## src/rtl/phy_reg_freelist_if.sv

```systemverilog
// Rename/commit side of the physical-register free list: grant, release, rollback and status.
interface phy_reg_freelist_if #(
    parameter int PREG_W = 7
);
    logic              alloc_req;
    logic              alloc_valid;
    logic [PREG_W-1:0] alloc_preg;
    logic              commit_en;
    logic              free_en;
    logic [PREG_W-1:0] free_preg;
    logic              flush;
    logic [PREG_W-1:0] free_cnt;
    logic              err;

    modport master (
        output alloc_req, commit_en, free_en, free_preg, flush,
        input  alloc_valid, alloc_preg, free_cnt, err
    );

    modport slave (
        input  alloc_req, commit_en, free_en, free_preg, flush,
        output alloc_valid, alloc_preg, free_cnt, err
    );
endinterface

```

## src/rtl/phy_reg_freelist.sv

```systemverilog
// Physical-register free list: circular buffer with speculative head, architectural head and tail.
// Latency: grant is combinational from the speculative head; frees are grantable the cycle after.
// Backpressure: alloc_valid drops when no speculative entry remains; flush suppresses grants.
module phy_reg_freelist #(
    parameter int NUM_PHY  = 128,
    parameter int NUM_ARCH = 32,
    parameter int PREG_W   = $clog2(NUM_PHY)
) (
    input  logic                 clk,
    input  logic                 rst_n,
    phy_reg_freelist_if.slave    fl
);
    localparam int DEPTH = NUM_PHY - NUM_ARCH;
    localparam int PTR_W = $clog2(DEPTH);
    localparam int CNT_W = $clog2(DEPTH + 1);

    logic [PREG_W-1:0] entries_q [DEPTH];
    logic [PREG_W-1:0] entries_d [DEPTH];
    logic [PTR_W-1:0]  spec_head_q, spec_head_d;
    logic [PTR_W-1:0]  arch_head_q, arch_head_d;
    logic [PTR_W-1:0]  tail_q, tail_d;
    logic [CNT_W-1:0]  spec_cnt_q, spec_cnt_d;
    logic [CNT_W-1:0]  arch_cnt_q, arch_cnt_d;
    logic              err_q, err_d;

    logic alloc_valid;
    logic alloc_fire;
    logic free_ok;
    logic free_wr;
    logic full;
    logic outstanding;
    logic commit_ok;

    // DEPTH is not a power of two, so wrap explicitly.
    function automatic logic [PTR_W-1:0] ptr_inc(input logic [PTR_W-1:0] p);
        return (p == PTR_W'(DEPTH - 1)) ? '0 : p + 1'b1;
    endfunction

    assign alloc_valid = (spec_cnt_q != '0);
    assign alloc_fire  = fl.alloc_req & alloc_valid & ~fl.flush;
    assign free_ok     = fl.free_en & (fl.free_preg != '0);
    assign full        = (arch_cnt_q == CNT_W'(DEPTH));
    assign free_wr     = free_ok & ~full;
    assign outstanding = (arch_cnt_q != spec_cnt_q);
    assign commit_ok   = fl.commit_en & outstanding;

    always_comb begin
        entries_d = entries_q;
        if (free_wr) begin
            entries_d[tail_q] = fl.free_preg;
        end

        tail_d      = free_wr   ? ptr_inc(tail_q)      : tail_q;
        arch_head_d = commit_ok ? ptr_inc(arch_head_q) : arch_head_q;
        arch_cnt_d  = arch_cnt_q - CNT_W'(commit_ok) + CNT_W'(free_wr);

        // Commit and free land first; a flush then rolls the speculative view back onto them.
        if (fl.flush) begin
            spec_head_d = arch_head_d;
            spec_cnt_d  = arch_cnt_d;
        end else begin
            spec_head_d = alloc_fire ? ptr_inc(spec_head_q) : spec_head_q;
            spec_cnt_d  = spec_cnt_q - CNT_W'(alloc_fire) + CNT_W'(free_wr);
        end

        err_d = err_q | (free_ok & full) | (fl.commit_en & ~outstanding);
    end

    always_ff @(posedge clk or negedge rst_n) begin
        if (!rst_n) begin
            for (int i = 0; i < DEPTH; i++) begin
                entries_q[i] <= PREG_W'(NUM_ARCH + i);
            end
            spec_head_q <= '0;
            arch_head_q <= '0;
            tail_q      <= '0;
            spec_cnt_q  <= CNT_W'(DEPTH);
            arch_cnt_q  <= CNT_W'(DEPTH);
            err_q       <= 1'b0;
        end else begin
            entries_q   <= entries_d;
            spec_head_q <= spec_head_d;
            arch_head_q <= arch_head_d;
            tail_q      <= tail_d;
            spec_cnt_q  <= spec_cnt_d;
            arch_cnt_q  <= arch_cnt_d;
            err_q       <= err_d;
        end
    end

    assign fl.alloc_valid = alloc_valid;
    assign fl.alloc_preg  = entries_q[spec_head_q];
    assign fl.free_cnt    = PREG_W'(spec_cnt_q);
    assign fl.err         = err_q;
endmodule

```

## src/flat_wrapper.sv

```systemverilog
// flat-port wrapper written by rule: the top's interface ports become plain ports
module phy_reg_freelist_flat 
#(
    parameter int NUM_PHY  = 128,
    parameter int NUM_ARCH = 32,
    parameter int PREG_W   = $clog2(NUM_PHY)
)
  (clk, rst_n, fl_alloc_req, fl_commit_en, fl_free_en, fl_free_preg, fl_flush, fl_alloc_valid, fl_alloc_preg, fl_free_cnt, fl_err);
  phy_reg_freelist_if #(.PREG_W(PREG_W)) fl_i ();
  input  logic clk;
  input  logic rst_n;
  input wire logic [$bits(fl_i.alloc_req)-1:0] fl_alloc_req;
  input wire logic [$bits(fl_i.commit_en)-1:0] fl_commit_en;
  input wire logic [$bits(fl_i.free_en)-1:0] fl_free_en;
  input wire logic [$bits(fl_i.free_preg)-1:0] fl_free_preg;
  input wire logic [$bits(fl_i.flush)-1:0] fl_flush;
  output wire logic [$bits(fl_i.alloc_valid)-1:0] fl_alloc_valid;
  output wire logic [$bits(fl_i.alloc_preg)-1:0] fl_alloc_preg;
  output wire logic [$bits(fl_i.free_cnt)-1:0] fl_free_cnt;
  output wire logic [$bits(fl_i.err)-1:0] fl_err;
  assign fl_i.alloc_req = fl_alloc_req;
  assign fl_i.commit_en = fl_commit_en;
  assign fl_i.free_en = fl_free_en;
  assign fl_i.free_preg = fl_free_preg;
  assign fl_i.flush = fl_flush;
  assign fl_alloc_valid = fl_i.alloc_valid;
  assign fl_alloc_preg = fl_i.alloc_preg;
  assign fl_free_cnt = fl_i.free_cnt;
  assign fl_err = fl_i.err;
  phy_reg_freelist #(.NUM_PHY(NUM_PHY), .NUM_ARCH(NUM_ARCH), .PREG_W(PREG_W)) u_core (.clk(clk), .rst_n(rst_n), .fl(fl_i));
endmodule
```

## config.mk

```make
export PLATFORM = sky130hd
export DESIGN_NAME = phy_reg_freelist_flat
export DESIGN_NICKNAME = d
export VERILOG_FILES = /design/src/rtl/phy_reg_freelist_if.sv /design/src/rtl/phy_reg_freelist.sv /design/src/flat_wrapper.sv
export SDC_FILE = /design/constraint.sdc
export NUM_CORES = 1
export LEC_CHECK = 0
export ABC_AREA = 1
export ABC_CLOCK_PERIOD_IN_PS = 4800
export BUFFER_PORTS_ARGS = -buffer_cell sky130_fd_sc_hd__buf_2
export CAP_MARGIN = 20
export CORE_ASPECT_RATIO = 0.8
export CORE_MARGIN = 2
export CORE_UTILIZATION = 57
export CTS_BUF_LIST = sky130_fd_sc_hd__clkbuf_8
export CTS_CLUSTER_SIZE = 16
export DETAILED_ROUTE_END_ITERATION = 12
export PLACE_DENSITY = 0.84
export REMOVE_ABC_BUFFERS = 1
export SYNTH_ARGS = -nofsm -noshare
export SYNTH_HDL_FRONTEND = slang
export SYNTH_SLANG_ARGS = --single-unit
```

## constraint.sdc

```tcl
create_clock -name clk -period 4.8 [get_ports clk]
set_input_delay 1.44 -clock clk [delete_from_list [all_inputs] [get_ports clk]]
set_output_delay 1.44 -clock clk [all_outputs]
set_load 0.05 [all_outputs]
```

Word-level counts from Yosys, hierarchy flattened
Cells that the tools add are included.

cells by class
  $add $sub $neg = 7
  magnitude comparators = 3
  eq/ne operators = 5
  mux-type cells = 13
  bitwise logic cells = 14
  reductions and logical operators = 4

operator list
  operator                                                              count
  672-bit bitwise mux                                                   1
  7-bit two-way mux                                                     10
  7-bit binary-select mux with 7-bit select                             1
  7-bit demux with 7-bit select                                         1
  7-bit == test, second input constant                                  4
  7-bit by 1-bit adder with 7-bit output, second input constant         3
  8-bit greater-or-equal comparator, second input constant              2
  7-bit inverter with 8-bit output                                      2
  7-bit by 1-bit adder with 7-bit output                                2
  7-bit nonzero test                                                    2
  7-bit by 1-bit subtractor with 7-bit output                           2
  8-bit by 1-bit < comparator with 1-bit output, second input constant  1
  1-bit AND                                                             7
  7-bit inequality test                                                 1
  1-bit inverter                                                        3
  1-bit bitwise OR                                                      2
  2-bit nonzero test                                                    1
  1-bit logical AND                                                     1

storage, ports and cells
  bits in registers = 708
  bits of input ports = 13
  output and inout port bits = 16
  logic and storage cells = 148

Longest topological paths before layout
  depth in word-level cells = 6
  gate-level depth with buffers = 22
  mapped depth without buffers = 20

Worst setup path before layout
No wires, ideal clock.

  path type = input-to-reg
  start = in fl_free_preg[3]
  end = reg u_core.spec_cnt_q[6] (netlist: u_core.fl.free_cnt[6])
  library setup time = 0.060 ns
  data arrival time = 3.617 ns
  required time = 4.740 ns
  setup slack = 1.123 ns
  stages on the path = 17
  buffers on the path = 2
  cell sequence = inv_1 nand4_1 o21a_1 nand2_4 inv_6 buf_6 buf_2 ha_1 fa_1 nand3_1 nand3_1 nand2_1 nand2_1 a21oi_1 xor2_1 nand2_1 nand2_1

between the ends
  word-level cells in the longest chain between the ends = 5
  elaborated cells between the ends (all ways) = 6
  classes of those cells = 2 x add/sub; 1 x mux; 2 x bitwise; 1 x reduce/logical

RTL lines
  item                                                       line                                            RTL
  start: declaration                                         flat_wrapper.sv:15                              input wire logic [$bits(fl_i.free_preg)-1:0] fl_free_preg;
  7-bit nonzero test *                                       phy_reg_freelist.sv:41                          assign free_ok = fl.free_en & (fl.free_preg != '0);
  1-bit AND *                                                phy_reg_freelist.sv:41
  1-bit AND *                                                phy_reg_freelist.sv:43                          assign free_wr = free_ok & ~full;
  via u_core.free_wr                                         phy_reg_freelist.sv:29                          logic free_wr;
  7-bit by 1-bit adder with 7-bit output (on tied branches)  phy_reg_freelist.sv:63, phy_reg_freelist.sv:55
  7-bit two-way mux *                                        phy_reg_freelist.sv:58                          if (fl.flush) begin
  via u_core.spec_cnt_d[6]                                   phy_reg_freelist.sv:22                          logic [CNT_W-1:0] spec_cnt_q, spec_cnt_d;
  end signal: assignment                                     phy_reg_freelist.sv:77                          spec_cnt_q <= CNT_W'(DEPTH);
  end signal: assignment                                     phy_reg_freelist.sv:85                          spec_cnt_q <= spec_cnt_d;
  end: declaration                                           phy_reg_freelist.sv:22

The timed path passes the listed nets; every way through them passes the cells marked *.
A chain may end at the register's enable or synchronous reset.

Worst setup path in the final report
  start = reg u_core.spec_head_q[2]
  end = out fl_alloc_preg[4]

between the ends
  word-level cells in the longest chain between the ends = 4

RTL lines
  item                                                    line                    RTL
  start: declaration                                      phy_reg_freelist.sv:19  logic [PTR_W-1:0] spec_head_q, spec_head_d;
  start signal: assignment                                phy_reg_freelist.sv:82  spec_head_q <= spec_head_d;
  7-bit inverter with 8-bit output (not written as such)  phy_reg_freelist.sv:92  assign fl.alloc_preg = entries_q[spec_head_q];
  7-bit binary-select mux with 7-bit select               phy_reg_freelist.sv:92
  7-bit two-way mux (not written as such) (2 in series)   phy_reg_freelist.sv:92
  end: declaration                                        flat_wrapper.sv:18      output wire logic [$bits(fl_i.alloc_preg)-1:0] fl_alloc_preg;

No other way between the ends. The select of a mux whose other input is x is not followed.

==> results_dict.tcl <==
set metrics [dict create \
    status "completed" \
    crit_fanout 37 \
    synth_top_area_cell "dfstp_2" \
    place_congestion 0.899 \
    rows 81 \
    drc 0 \
    cts_htree_levels 3 \
    worstSkewPairLatency_ps 760 \
    syn_area_um2 35100 \
    dr.max_layer_used "met5" \
    slowest_stage "inv_2" \
    r2r-start "u_core.fl.free_cnt[5]" \
    synth_ff_type "dfstp_2" \
    diodes 0 \
    endpoint_kind "output pin" \
    critical_path_buf_inv_count 3 \
    r2r_cells 20 \
    die_area_um2 63600 \
    setup_violations 0 \
    cts_root_buf "clkbuf_8" \
    yosys.area.top_type_share 0.278 \
    clk_path_buf_depth 3 \
    r2r_slack_ps 1400 \
    ir_worst_vdd_mv 0.355 \
    hpwl_mm 58.4 \
    vias 30500 \
    yosysWarnings 0 \
    cp-start-kind "flip-flop" \
    final_area_um2 37800 \
    grt_usage 0.310 \
    nets 4393 \
    drt_pass1_iterations 8 \
    grt_pass1_wl_mm 156 \
    p_leak_nw 16.7 \
    synthTopCellsByCount "nand2_1 (1406), o21ai_0 (776), dfstp_2 (372)" \
    cts_tree "built" \
    clock_skew_ps 59.6 \
    routed_via_density 5.77 \
    grt_max_degree 99 \
    met3_length_mm 11.3 \
    fmax_mhz 212 \
    antenna_found_initial 3 \
    port_buffers 28 \
    avgSynthCellArea_um2 7.85 \
    cp.required_ps 3360 \
    power.density_nw_per_um2 648 \
    drt-total-wl_mm 97.0 \
    r2r_end "u_core.fl.free_cnt[6]" \
    path_common_cell "nand2_1" \
    slew_violations 0 \
    drive_above_1_share 0.172 \
    wl_met2_mm 41.5 \
    rsz0062_at_grt "true" \
    ys_async_sr_fraction 1.00 \
    worst_hold_path_type "reg2reg" \
    max_stage_delay_ps 660 \
    min_path_cells 2 \
    cts_buffers 106 \
    fp.coreArea_um2 61000 \
    die_x_um 282 \
    ys_seq_area_frac 0.518 \
    yosys.cell_count.top_type "nand2_1" \
    arrival_ps 3280 \
    crit_family "simple AND/OR/NAND/NOR gates" \
    p_total_mw 24.5 \
    path_clk_slew_ps 70 \
    timing.critical_path.cells "inv_2, nand3_1, nand3_1, nand2_1, nand2_1, nand2_1, inv_1, nand2_1, nand2_1, nand2_1, clkbuf_4" \
    max_slew_margin 0.164 \
    grt_pass1_vias 28700 \
    yosys.cell_types.count 38 \
    grt_overflow 0 \
    cap_violations 0 \
    cts.sinks 708 \
    ys_ff_latch 708 \
    syn_to_final_growth_pct 7.75 \
    ant_nets 0 \
    fin_setup_tns_ps 0 \
    hold_viol 0 \
    post-route-period-util 0.984 \
    drt_iter0_drc 3996 \
    hold-path-endpoint "u_core.entries_q[337]" \
    start_util 0.576 \
    tightest_slew_ps 1250 \
    synth_cells 4471 \
    path_class "reg2out" \
    min-delay-start "u_core.entries_q[337]" \
    ios 29 \
    wire_per_inst_um 18.4 \
    met1_length_mm 40.9 \
    synth_area_leaders "dfstp_2 (28%), dfrtp_1 (24%), nand2_1 (15%)" \
    finalCriticalPeriod_ps 4720 \
    fp.dieH_um 226 \
    dpl_cell_area_um2 35400 \
    synth-edff-count 0 \
]
-- how the worst max path moves through the flow --
stage                          startpoint                to  depth (start not counted)  slack, ps
floorplan           u_core.spec_head_q[0]  fl_alloc_preg[1]                          9      -8540
global placement    u_core.spec_head_q[0]  fl_alloc_preg[1]                         10        690
detailed placement  u_core.spec_head_q[0]  fl_alloc_preg[0]                         13        660
CTS                 u_core.spec_head_q[1]  fl_alloc_preg[5]                         15         20
global route        u_core.spec_head_q[2]  fl_alloc_preg[6]                         10        -10
finish              u_core.spec_head_q[2]  fl_alloc_preg[4]                         11         80
-- what timing repair did --
item	CTS	global route
gates resized for setup	4	17
hold buffers	0	0
endpoints found under the setup margin	7	7
buffers inserted	1	3
-- layout by cell type, fill, tap and decap left out, types with 3 or more instances in the layout --
cell,n
nand2_1,1406
o21ai_1,81
o221ai_1,10
inv_1,300
dfstp_2,372
o22ai_1,15
nand3_1,277
nand2_2,76
or2_2,8
nand2_4,11
dfrtp_1,333
nand4_1,13
inv_2,3
nand3_2,3
clkinvlp_4,4
buf_4,47
nor2_1,360
buf_6,9
o211ai_1,18
nor2_4,4
buf_12,17
xnor2_1,7
a21oi_1,33
clkinv_2,32
nor3_1,4
bufinv_16,5
clkbuf_8,135
buf_2,25
ha_1,21
xor2_1,18
o21ai_0,776
-- tightest hold or removal path, delay by kind of cell, from the launching register on --
family	cells	cell delay, ps
DFF	1	370
and+or+nand+nor	1	50
AOI/OAI and AO/OA	1	50
-- where the power goes --
group / switching, mW / internal, mW / leakage [nW]
Combinational: 6.44 / 2.96 / 6.98
Clock: 2.47 / 2.81 / 1.31
Sequential: 1.20 / 8.61 / 8.36
Total: 10.1 / 14.4 / 16.7
-- through the flow --
| step | hold WS (ps) | worst slack, ps | util | instances |
|---|---|---|---|---|
| floorplan | 445 | -8540 | - | 4147 |
| global placement | 459 | 686 | 0.580 | 5074 |
| detailed placement | 463 | 662 | 0.580 | 5074 |
| CTS | 474 | 24.6 | 0.618 | 5275 |
| global route | 483 | -9.89 | 0.620 | 5279 |
| finish | 473 | 78.9 | 0.620 | 5279 |
-- layout make-up --
type	count	area, µm²
clock buffers	135	1860
clock inverters	65	434
fillers	5103	23200
inverters	283	1110
multi-input cells	3156	14200
flip-flops and latches	708	18200
well taps	830	1040
repair buffers	102	977
-- logic make-up after synthesis --
logic type / Yosys count / share of synthesized area
DFF: 708 / 0.518
AOI/OAI and AO/OA: 938 / 0.137
adders and majority gates: 23 / 0.00862
xor gates and xnor gates: 25 / 0.00624
buffers and inverters: 607 / 0.0778
and+or+nand+nor: 2170 / 0.253
-- sequential cells by signal, summed over array words and instances (netlist names) --
name and count:
u_core.spec_head_q 7, u_core.entries_q 672, u_core.tail_q 7, u_core.arch_cnt_q 7
u_core.arch_head_q 7, u_core.fl.err 1, u_core.fl.free_cnt 7
-- metal layers --
layer  up-vias  global-route usage
met1     14600               0.437
li1      14100                   -
met5         -             0.00544
met4         8               0.114
met2      1588               0.451
met3       244              0.0927
Note: power is estimated with default switching activity, not from simulation.
